[config.mk]
export PLATFORM = sky130hd
export DESIGN_NAME = xnor_match_pipe
export DESIGN_NICKNAME = d
export VERILOG_FILES = /design/src/rtl/xnor_pkg.sv /design/src/rtl/match_popcount.sv /design/src/rtl/xnor_match_pipe.sv
export SDC_FILE = /design/constraint.sdc
export NUM_CORES = 1
export LEC_CHECK = 0
export CORE_MARGIN = 2
export CORE_UTILIZATION = 40
export CTS_BUF_LIST = sky130_fd_sc_hd__clkbuf_16
export CTS_CLUSTER_DIAMETER = 80
export DETAILED_ROUTE_END_ITERATION = 7
export HOLD_SLACK_MARGIN = 0.02
export PLACE_DENSITY = 0.73
export RECOVER_POWER = 100
export REMOVE_ABC_BUFFERS = 1
export SYNTH_ARGS = -nofsm -noshare
export SYNTH_HDL_FRONTEND = slang
export SYNTH_SLANG_ARGS = --single-unit
[constraint.sdc]
create_clock -name CLK -period 3.9 [get_ports CLK]
set_input_delay 0.39 -clock CLK [delete_from_list [all_inputs] [get_ports CLK]]
set_output_delay 0.39 -clock CLK [all_outputs]
set_load 0.005 [all_outputs]
[src/rtl/xnor_pkg.sv]
// Shared mode encodings and FOLD state type for the XNOR match pipeline.
package xnor_pkg;

  localparam logic [1:0] MODE_XNOR = 2'b00;
  localparam logic [1:0] MODE_XOR  = 2'b01;
  localparam logic [1:0] MODE_FOLD = 2'b10;
  localparam logic [1:0] MODE_RSVD = 2'b11;

  typedef enum logic {
    IDLE  = 1'b0,
    ACCUM = 1'b1
  } fold_state_e;

endpackage

[src/rtl/match_popcount.sv]
// Combinational population count of a WIDTH-bit vector.
module match_popcount #(
  parameter int unsigned WIDTH = 8,
  parameter int unsigned CNT_W = $clog2(WIDTH + 1)
) (
  input  logic [WIDTH-1:0] vec,
  output logic [CNT_W-1:0] cnt_c
);

  always_comb begin
    cnt_c = '0;
    for (int i = 0; i < int'(WIDTH); i++) begin
      cnt_c = cnt_c + CNT_W'(vec[i]);
    end
  end

endmodule

[src/rtl/xnor_match_pipe.sv]
// Two-stage XNOR/XOR/FOLD match pipeline with valid/ready handshake,
// popcount of the result and an all-match flag.
module xnor_match_pipe
  import xnor_pkg::*;
#(
  parameter int unsigned WIDTH = 8,
  parameter int unsigned CNT_W = $clog2(WIDTH + 1)
) (
  input  logic             CLK,
  input  logic             RST_N,
  input  logic             IN_VALID,
  output logic             IN_READY,
  input  logic [WIDTH-1:0] A,
  input  logic [WIDTH-1:0] B,
  input  logic [1:0]       MODE,
  input  logic             LAST,
  output logic             OUT_VALID,
  input  logic             OUT_READY,
  output logic [WIDTH-1:0] Y,
  output logic [CNT_W-1:0] MATCH_CNT,
  output logic             EQ,
  output logic             FOLD_ABORT
);

  fold_state_e      state_q, state_d;
  logic [WIDTH-1:0] acc_q, acc_d;
  logic             fold_abort_q, fold_abort_d;

  logic             s1_valid_q, s1_valid_d;
  logic [WIDTH-1:0] s1_y_q, s1_y_d;
  logic             s1_xor_q, s1_xor_d;

  logic             s2_valid_q, s2_valid_d;
  logic [WIDTH-1:0] y_q, y_d;
  logic [CNT_W-1:0] cnt_q, cnt_d;
  logic             eq_q, eq_d;

  logic             s2_adv_c, s1_adv_c, accept_c;
  logic [WIDTH-1:0] xnor_c;
  logic             emit_c, emit_xor_c;
  logic [WIDTH-1:0] emit_y_c;
  logic [CNT_W-1:0] pop_cnt_c;

  // Each stage advances when empty or when its consumer takes the contents.
  assign s2_adv_c = !s2_valid_q || OUT_READY;
  assign s1_adv_c = !s1_valid_q || s2_adv_c;
  assign IN_READY = RST_N && s1_adv_c;
  assign accept_c = IN_VALID && IN_READY;
  assign xnor_c   = A ~^ B;

  // FOLD FSM, accumulator and per-beat result selection.
  always_comb begin
    state_d      = state_q;
    acc_d        = acc_q;
    fold_abort_d = 1'b0;
    emit_c       = 1'b0;
    emit_xor_c   = 1'b0;
    emit_y_c     = '0;
    if (accept_c) begin
      if (MODE == MODE_FOLD) begin
        if (state_q == IDLE) begin
          if (LAST) begin
            emit_c   = 1'b1;
            emit_y_c = xnor_c;
          end else begin
            acc_d   = xnor_c;
            state_d = ACCUM;
          end
        end else begin
          if (LAST) begin
            emit_c   = 1'b1;
            emit_y_c = acc_q ~^ xnor_c;
            acc_d    = '0;
            state_d  = IDLE;
          end else begin
            acc_d = acc_q ~^ xnor_c;
          end
        end
      end else begin
        // A non-FOLD beat mid-burst abandons the accumulation.
        if (state_q == ACCUM) begin
          fold_abort_d = 1'b1;
          acc_d        = '0;
          state_d      = IDLE;
        end
        emit_c     = 1'b1;
        emit_xor_c = (MODE == MODE_XOR);
        emit_y_c   = emit_xor_c ? (A ^ B) : xnor_c;
      end
    end
  end

  match_popcount #(
    .WIDTH(WIDTH),
    .CNT_W(CNT_W)
  ) u_popcount (
    .vec  (s1_y_q),
    .cnt_c(pop_cnt_c)
  );

  // Pipeline stage next-state; data only reloads when a valid beat moves in.
  always_comb begin
    s1_valid_d = s1_valid_q;
    s1_y_d     = s1_y_q;
    s1_xor_d   = s1_xor_q;
    s2_valid_d = s2_valid_q;
    y_d        = y_q;
    cnt_d      = cnt_q;
    eq_d       = eq_q;
    if (s1_adv_c) begin
      s1_valid_d = emit_c;
      if (emit_c) begin
        s1_y_d   = emit_y_c;
        s1_xor_d = emit_xor_c;
      end
    end
    if (s2_adv_c) begin
      s2_valid_d = s1_valid_q;
      if (s1_valid_q) begin
        y_d   = s1_y_q;
        cnt_d = pop_cnt_c;
        eq_d  = s1_xor_q ? (s1_y_q == '0) : (s1_y_q == '1);
      end
    end
  end

  always_ff @(posedge CLK) begin
    if (!RST_N) begin
      state_q      <= IDLE;
      acc_q        <= '0;
      fold_abort_q <= 1'b0;
      s1_valid_q   <= 1'b0;
      s1_y_q       <= '0;
      s1_xor_q     <= 1'b0;
      s2_valid_q   <= 1'b0;
      y_q          <= '0;
      cnt_q        <= '0;
      eq_q         <= 1'b0;
    end else begin
      state_q      <= state_d;
      acc_q        <= acc_d;
      fold_abort_q <= fold_abort_d;
      s1_valid_q   <= s1_valid_d;
      s1_y_q       <= s1_y_d;
      s1_xor_q     <= s1_xor_d;
      s2_valid_q   <= s2_valid_d;
      y_q          <= y_d;
      cnt_q        <= cnt_d;
      eq_q         <= eq_d;
    end
  end

  assign OUT_VALID  = s2_valid_q;
  assign Y          = y_q;
  assign MATCH_CNT  = cnt_q;
  assign EQ         = eq_q;
  assign FOLD_ABORT = fold_abort_q;

endmodule
==> results.ini <==
[outcome]
status=finished, final reports clean

[final_layout]
final_cells=370
num_antenna_cells=0
drive_above_1_share=0.06000
area_growth_pct=24.09
post-route-util=0.5238
layout.nets=331

[cts]
cts_made_buffers=5
post_cts_buffers=0
clkLatencyLatePin_ps=280
holdBufCountCts=0
cts-root-buf=clkbuf_16
cts_tree=yes
cts.clk_slew.worst_paths_ps=50
cts.path.max_buffers=2
cts.sinks=34
htreeDepth=2
cts_resized=0

[drt]
wl_per_cell_microns=13.94
drt-pass1-iter-count=4
routed_wl_mm=5.159
drt-initial-drc-count=172
ant_nets=0
vias=2002
via_per_inst=5.411
drc=0

[setup_path]
r2r_slack_ps=930
r2r-start=s1_y_q[0]$_SDFFE_PN0P_
cp_common_cell=fa_1
worstSetupEndpointType=flop
critPathMaxFanout=4
critPathTopFamily=adder cells
worstSetupPathType=reg2reg
r2r_end=MATCH_CNT[2]$_SDFFE_PN0P_
arrival_ps=3180
critPathBufInv=2
slowest_stage=fa_1
critPathCapture=MATCH_CNT[2]$_SDFFE_PN0P_
startpoint=s1_y_q[0]$_SDFFE_PN0P_
path_cells=inv_1 > ha_1 > inv_1 > fa_1 > fa_1 > fa_1 > fa_1 > xnor2_1 > nand2_1 > a21boi_0
reg2regPathDepth=10
start_kind=flop
worstPathRequired_ps=4100
max_stage_delay_ps=510
cp.depth=10

[timing]
setup_viol=0
whs_ps=458.9
tns_ps=0
rsz0062_at_grt=false
worst_pin_slew_ps=887.7
timing.fmax_ghz=0.3363
fin_skew_ps=3.658
min_period_ps=2973
final_max_slew_viol_count=0
hold_violations=0
relSlewSlack=0.4063
period_share=0.7624

[logic_synthesis]
async_reset_ff_frac=0
synth_common_cells=42 x nand2_1, 34 x dfxtp_1, 21 x inv_1, 16 x a21oi_1, 14 x a21boi_0
yosysWarnings=0
ys_top_cells_by_area=dfxtp_1 31%, nand2_1 7.2%, a21boi_0 4.8%
ys_seq_elements=34
synth_area_leader_cell=dfxtp_1
yosysSeqAreaShare=0.3098
synth-edff-count=0
yosysMostFrequentCell=nand2_1
synth.distinct_cells=38
synthFlopType=dfxtp_1
syn_inst=270
syn_area_sq_mm=0.002197
syn_avg_cell_area_sq_um=8.137
yosys.area.top_type_share=0.3098

[global_routing]
grt_max_degree=24
grt_overflow=0
grt_pass1_vias=1938
grt_pass1_wl_mm=9.163
antenna_found_initial=0
track_usage=0.1874

[place]
port_buffers=38
hpwl_mm=3.551
gp_congestion=0.8573
place_inst=363

[power]
ir_drop_uv=188.9
power_frac_clock=0.438
power.share.combinational=0.175
power.switching_mw=0.2491
power.density_mw_per_mm2=365.5
p_leak_nw=1.040
p_seq_frac=0.387
p_int_mw=0.7475
p_sw_frac=0.2499

[floorplan]
std_cell_rows=26
io_pins=39
die_x_microns=78.12
fp.dieH_microns=78.12
die_area_sq_mm=0.006102
coreArea_sq_mm=0.005205
start_util=0.4221

[min_path]
hp-class=reg2reg
whs_path_depth=2

[run]
drv_cap=0

## stage by stage
step | total power [mW] | area, sq um | setup slack, ps
final | 0.9965 | 2726 | 926.8
after global placement | 0.5635 | 2580 | 1033
after floorplan | 0.4932 | 2090 | 1113
after detailed placement | 0.5676 | 2580 | 971.9
after global routing | 1.047 | 2726 | 754.5
after CTS | 1.011 | 2739 | 921.1
## placed cells by master, fill, tap and decap left out, types with 9 or more instances in the layout
| cell type | synthesis | routed |
|---|---|---|
| nor3b_1 | 8 | 9 |
| clkdlybuf4s50_1 | 0 | 19 |
| xnor2_1 | 9 | 9 |
| dfxtp_1 | 34 | 34 |
| dlygate4sd3_1 | 0 | 19 |
| nor4_1 | 9 | 9 |
| nand2b_1 | 10 | 10 |
| nor2_1 | 10 | 10 |
| a21boi_0 | 14 | 14 |
| a21oi_1 | 16 | 16 |
| nand2_1 | 42 | 42 |
| nand4_1 | 10 | 10 |
| inv_1 | 21 | 21 |
## layout make-up
cell class                      count  area (sq um)
Clock inverter                      2         33.78
Clock buffer                        5         125.1
Multi-Input combinational cell    197          1325
Inverter                           21         78.83
Tap cell                           70         87.58
Timing Repair Buffer               41         395.4
Sequential cell                    34         680.7
Fill cell                         498          2479
## cell families (layout without fill, tap and decap cells)
kind of cell               Yosys count  count (layout)  share of synthesized area
xor gates and xnor gates             9               9                    0.03588
and+or+nand+nor                    111             111                     0.2722
adders and majority gates            8               8                    0.05923
DFF                                 34              34                     0.3098
AOI/OAI and AO/OA                   61              61                     0.1970
muxes                                8               8                    0.04100
buffers and inverters               39              69                    0.08485
## power groups by stage
stage,clock network [mW],logic [mW],registers (mW)
floorplan,0,0.105,0.388
global placement,0,0.172,0.392
detailed placement,0,0.175,0.392
CTS,0.447,0.179,0.385
global route,0.460,0.199,0.388
finish,0.437,0.175,0.385
## layer usage
| layer | vias up | GRT usage | wire length, microns |
|---|---|---|---|
| met5 | - | 0 | 0 |
| met4 | 0 | 0.06316 | 62 |
| met3 | 7 | 0.04713 | 307 |
| met2 | 61 | 0.3060 | 2432 |
| met1 | 923 | 0.2418 | 2357 |
| li1 | 1011 | - | - |
## worst register-to-register path: stages, from the launching register on
cell and delay, ps:
dfxtp_1 370, inv_1 60, ha_1 270, inv_1 40
fa_1 510, fa_1 440, fa_1 420, fa_1 390
xnor2_1 150, nand2_1 70, a21boi_0 180
## worst min-delay path by stage
stage | startpoint | to | slack [ps]
floorplan | s1_valid_q$_SDFFE_PN0N_ | OUT_VALID$_SDFFE_PN0P_ | 460
global placement | MATCH_CNT[2]$_SDFFE_PN0P_ | MATCH_CNT[2]$_SDFFE_PN0P_ | 450
detailed placement | MATCH_CNT[3]$_SDFFE_PN0P_ | MATCH_CNT[3]$_SDFFE_PN0P_ | 460
CTS | MATCH_CNT[3]$_SDFFE_PN0P_ | MATCH_CNT[3]$_SDFFE_PN0P_ | 470
global route | Y[6]$_SDFFE_PN0P_ | Y[6]$_SDFFE_PN0P_ | 490
finish | Y[3]$_SDFFE_PN0P_ | Y[3]$_SDFFE_PN0P_ | 460
## state kept, by name, summed over array words and instances, names as in the netlist
register / flops
EQ: 1
FOLD_ABORT: 1
MATCH_CNT: 4
OUT_VALID: 1
Y: 8
acc_q: 8
s1_valid_q: 1
s1_xor_q: 1
s1_y_q: 8
state_q: 1
Note: power is estimated with default switching activity, not from simulation.
